==> config.mk <==
export PLATFORM = sky130hd
export DESIGN_NAME = pld_fuse_loader
export DESIGN_NICKNAME = d
export VERILOG_FILES = /design/src/rtl/pld_fuse_loader.sv
export SDC_FILE = /design/constraint.sdc
export NUM_CORES = 1
export LEC_CHECK = 0
export CAP_MARGIN = 30
export CORE_MARGIN = 2
export CORE_UTILIZATION = 52
export CTS_CLUSTER_DIAMETER = 100
export DETAILED_ROUTE_END_ITERATION = 16
export PLACE_DENSITY = 0.88
export SETUP_SLACK_MARGIN = 0.15
export SYNTH_ARGS = -nofsm -noshare
export SYNTH_HDL_FRONTEND = slang
export SYNTH_SLANG_ARGS = --single-unit
==> constraint.sdc <==
create_clock -name clk_i -period 1.8 [get_ports clk_i]
set_input_delay 0.36 -clock clk_i [delete_from_list [all_inputs] [get_ports clk_i]]
set_output_delay 0.36 -clock clk_i [all_outputs]
set_load 0.02 [all_outputs]
==> src/rtl/pld_fuse_loader.sv <==
// Fuse bitstream loader: assembles beats into a shadow, verifies XOR checksum, commits atomically.
// Optional PLD_FUSE_LOCK_EN: one-time-programmable behaviour, configuration locked after first commit.
module pld_fuse_loader #(
    parameter int NUM_PORTS_IN  = 1,
    parameter int NUM_PORTS_OUT = 1,
    parameter int DATA_W        = 8,
    localparam int AND_W     = (2 ** (NUM_PORTS_IN + 2)) * (NUM_PORTS_IN ** 2),
    localparam int OR_W      = NUM_PORTS_OUT * (2 ** (2 * NUM_PORTS_IN)),
    localparam int TOTAL_W   = AND_W + OR_W,
    localparam int NUM_BEATS = (TOTAL_W + DATA_W - 1) / DATA_W
) (
    input  logic              clk_i,
    input  logic              rst_i,
    input  logic              start_i,
    input  logic              abort_i,
    input  logic [DATA_W-1:0] data_i,
    input  logic              data_valid_i,
    output logic              data_ready_o,
    output logic [AND_W-1:0]  and_matrix_fuses_conf_o,
    output logic [OR_W-1:0]   or_matrix_fuses_conf_o,
    output logic              cfg_valid_o,
    output logic              busy_o,
    output logic              done_o,
    output logic              error_o
);

    localparam int SH_W  = NUM_BEATS * DATA_W;
    localparam int CNT_W = (NUM_BEATS > 1) ? $clog2(NUM_BEATS) : 1;
    localparam logic [CNT_W-1:0] LAST_BEAT = CNT_W'(NUM_BEATS - 1);

    localparam logic [1:0] IDLE  = 2'd0;
    localparam logic [1:0] LOAD  = 2'd1;
    localparam logic [1:0] CHECK = 2'd2;

    logic [1:0]         r_state;
    logic [SH_W-1:0]    r_shadow;
    logic [CNT_W-1:0]   r_cnt;
    logic [DATA_W-1:0]  r_acc;
    logic [AND_W-1:0]   r_and;
    logic [OR_W-1:0]    r_or;
    logic               r_cfg_valid;
    logic               r_done;
    logic               r_error;

    // Beats shift in from the top, so beat 0 lands at the LSBs once loading completes.
    logic [SH_W+DATA_W-1:0] w_shift;
    logic                   w_active;

    assign w_shift  = {data_i, r_shadow};
    assign w_active = (r_state == LOAD) || (r_state == CHECK);

    always_ff @(posedge clk_i) begin
        if (rst_i) begin
            r_state     <= IDLE;
            r_shadow    <= '0;
            r_cnt       <= '0;
            r_acc       <= '0;
            r_and       <= '0;
            r_or        <= '0;
            r_cfg_valid <= 1'b0;
            r_done      <= 1'b0;
            r_error     <= 1'b0;
        end else begin
            r_done <= 1'b0;
            unique case (r_state)
                IDLE: begin
                    r_shadow <= '0;
                    r_cnt    <= '0;
                    r_acc    <= '0;
                    if (start_i) begin
`ifdef PLD_FUSE_LOCK_EN
                        if (r_cfg_valid) begin
                            r_error <= 1'b1;
                        end else begin
                            r_error <= 1'b0;
                            r_state <= LOAD;
                        end
`else
                        r_error <= 1'b0;
                        r_state <= LOAD;
`endif
                    end
                end
                LOAD: begin
                    if (abort_i) begin
                        r_state <= IDLE;
                    end else if (data_valid_i) begin
                        r_shadow <= w_shift[SH_W+DATA_W-1:DATA_W];
                        r_acc    <= r_acc ^ data_i;
                        r_cnt    <= r_cnt + 1'b1;
                        if (r_cnt == LAST_BEAT) begin
                            r_state <= CHECK;
                        end
                    end
                end
                CHECK: begin
                    if (abort_i) begin
                        r_state <= IDLE;
                    end else if (data_valid_i) begin
                        r_state <= IDLE;
                        if (data_i == r_acc) begin
                            r_and       <= r_shadow[AND_W-1:0];
                            r_or        <= r_shadow[TOTAL_W-1:AND_W];
                            r_cfg_valid <= 1'b1;
                            r_done      <= 1'b1;
                        end else begin
                            r_error <= 1'b1;
                        end
                    end
                end
                default: r_state <= IDLE;
            endcase
        end
    end

    assign data_ready_o            = w_active;
    assign busy_o                  = w_active;
    assign and_matrix_fuses_conf_o = r_and;
    assign or_matrix_fuses_conf_o  = r_or;
    assign cfg_valid_o             = r_cfg_valid;
    assign done_o                  = r_done;
    assign error_o                 = r_error;

endmodule

==> flow_metrics.tcl <==
set metrics [dict create \
    worstPathArrival_ns 1.88 \
    clk_pin_slew_ns 0.12 \
    status "finished, final reports clean" \
    track_usage 0.2058 \
    yosysTopAreaCell "dfxtp_1" \
    ioPinCount 30 \
    drt-total-wl_um 3755 \
    final-instance-count-excl-fill 294 \
    syn_area_sq_um 1866 \
    hp-start "cfg_valid_o$_SDFFE_PP0P_" \
    finalSetupViolations 0 \
    avgSynthCellArea_sq_um 9.190 \
    slew_headroom 0.8091 \
    routedWlPerCell_um 12.77 \
    fillers 278 \
    drt_first_iter_violations 86 \
    syn_inst 203 \
    vias_per_cell 5.173 \
    rows 21 \
    drc_errors 0 \
    die_h_um 63.90 \
    multi_input_area_sq_um 953.4 \
    final.setup.tns_ns 0 \
    path_cells "clkdlybuf4s50_1, xor2_1, nor4b_2, and4_1, buf_4, mux2i_1" \
    cp_slowest_stage_delay_ns 0.45 \
    crit_type "in2reg" \
    diodes 0 \
    regArea_sq_um 843.3 \
    port-buffer-count 29 \
    drt_pass1_iterations 4 \
    cts_tree "yes" \
    antenna_found_initial 0 \
    ys_seq_area_frac 0.4507 \
    worst_clock_skew_ns 0.008328 \
    ys_warn_count 0 \
    finalCriticalPeriod_ns 1.591 \
    synth_nets 219 \
    gp_congestion 0.8174 \
    powerDensity_nw_per_um2 716.6 \
    p_total_mw 1.692 \
    clkSinkCount 42 \
    grt_max_degree 50 \
    ys_async_sr_fraction 0 \
    grt_pass1_wl_um 6410 \
    startpoint "data_i[2]" \
    vias 1521 \
    timing.fmax_mhz 628.5 \
    core_area_sq_um 3390 \
    synth_cell_types 31 \
    r2r_start "r_state[1]$_SDFFE_PP0P_" \
    synth_seq_cells 42 \
    crit_path_max_fanout 6 \
    max_cap_violations 0 \
    cts_buffers 5 \
    htreeDepth 2 \
    power_leakage_nw 0.9556 \
    synth_top_area_share 0.4507 \
    cp-start-kind "primary input" \
    synthToLayoutAreaGrowth_pct 26.56 \
    end_kind "flop" \
    rsz0062_at_grt "yes" \
    gr-total-overflow 0 \
    irDropWorstVdd_mv 0.5527 \
    fin_area_sq_um 2361 \
    start_util 0.5504 \
    die_x_um 63.90 \
    dp_hpwl_um 2676 \
    tightest_slew_ns 0.2855 \
    die_area_sq_um 4083 \
    synth_enable_flop_cells 0 \
    nets 263 \
    dp_cells 284 \
    place_area_sq_um 2286 \
    clk_latency_ns 0.35 \
    drive_above_1_share 0.1573 \
    clockRootBuffer "clkbuf_4" \
    fin_crit_sh 0.8840 \
    slowest_stage "clkdlybuf4s50_1" \
    slew_violations 0 \
    required_ns 2.09 \
    synth.area.top_cells "dfxtp_1 45%, nand2b_1 9.1%, mux2i_1 6.4%, nor2_1 6.2%, a22oi_1 5.2%" \
    drtAntennaViolNets 0 \
    hold_viol_final 0 \
    utilization 0.6966 \
    synth_ff_type "dfxtp_1" \
    holdCritPathClass "reg2reg" \
    cts_max_path_buffers 2 \
    grt_pass1_vias 1428 \
]
[cell type report]
cell class	count	area share
multi-input combinational	145	0.4038
inverter	4	0.006359
timing repair buffer	49	0.1828
clock buffer	7	0.02332
clock inverter	1	0.002120
tap	46	0.02438
sequential	42	0.3572
[synth_stat cells, types with 2 or more instances]
cell type and number:
dfxtp_1 42, nor2_1 31, nand2b_1 27, a21oi_1 14, a22oi_1 13, mux2i_1 12, xor2_1 11, nand2_1 7
clkbuf_1 6, a211oi_1 5, inv_1 4, ha_1 3, nand3b_1 3, nor2b_1 3, a21o_1 2, buf_2 2
nand4_1 2, nor3_1 2, o21ai_0 2
[flip-flops by register name (all words and copies together), names as in the netlist]
register and flops:
r_shadow 16, and_matrix_fuses_conf_o 8, r_acc 8, or_matrix_fuses_conf_o 4
r_state 2, cfg_valid_o 1, done_o 1, error_o 1
r_cnt 1
[worst paths after layout]
| kind | depth (start not counted) | slack, ns | to |
|---|---|---|---|
| max | 6 | 0.21 | or_matrix_fuses_conf_o[0]$_SDFFE_PP0P_ |
| min | 2 | 0.45 | cfg_valid_o$_SDFFE_PP0P_ |
| max reg2reg | 6 | 0.24 | r_state[1]$_SDFFE_PP0P_ |
| min reg2reg | 2 | 0.45 | cfg_valid_o$_SDFFE_PP0P_ |
[report_power, final]
group | switching [mW] | internal [mW] | total, mW
registers | 0.00798 | 0.940 | 0.948
logic | 0.134 | 0.129 | 0.262
clock network | 0.292 | 0.189 | 0.482
[metal layers]
| layer | wire length (um) | GRT usage |
|---|---|---|
| met1 | 1619 | 0.2431 |
| met2 | 1841 | 0.3294 |
| met3 | 193 | 0.04401 |
| met4 | 102 | 0.1467 |
| met5 | 0 | 0 |
[stage by stage]
step | hold slack, ns | setup WS [ns]
6_report | 0.4517 | 0.2088
5_1_grt | 0.4782 | 0.1233
4_1_cts | 0.4534 | 0.1173
3_5_place_dp | 0.4384 | -0.2195
3_3_place_gp | 0.4374 | -0.1755
2_1_floorplan | 0.4368 | 0.2671
[timing repair]
item,in CTS,in global routing
hold buffers,0,0
setup endpoints to repair,16,30
pin swaps,0,0
gates cloned,0,0
buffers inserted,0,2
resized for setup,23,8
[worst max-delay path, delay by kind of cell]
kind	cells	cell delay, ns
buf+inv	2	0.62
simple gates	2	0.52
mux	1	0.20
xor+xnor	1	0.18
[placed cells by master (no fill, tap or decap), drive strengths merged, types with 2 or more instances in the layout]
master          n
mux2i          12
dfxtp          42
a22oi          13
nor3            2
nand2           7
a21oi          14
nand3b          3
xor2           11
a21o            2
nand4           2
nor2b           3
o21ai           2
nor2           31
clkbuf          7
nor4b           2
clkdlybuf4s50  12
a211oi          5
dlygate4sd2    14
nand2b         27
inv             4
buf            22
ha              3
[cells by family (layout without fill, tap and decap cells)]
kind of cell	Yosys count	in the layout	synth area share
AO/OA/AOI/OAI	38	38	0.1348
XOR/XNOR	11	11	0.05164
adder cells (fa/ha/maj)	3	3	0.02012
buffers and inverters	16	61	0.04829
flip-flops	42	42	0.4507
multiplexers	12	12	0.06439
AND/OR/NAND/NOR	81	81	0.2300
Note: power is estimated with default switching activity, not from simulation.
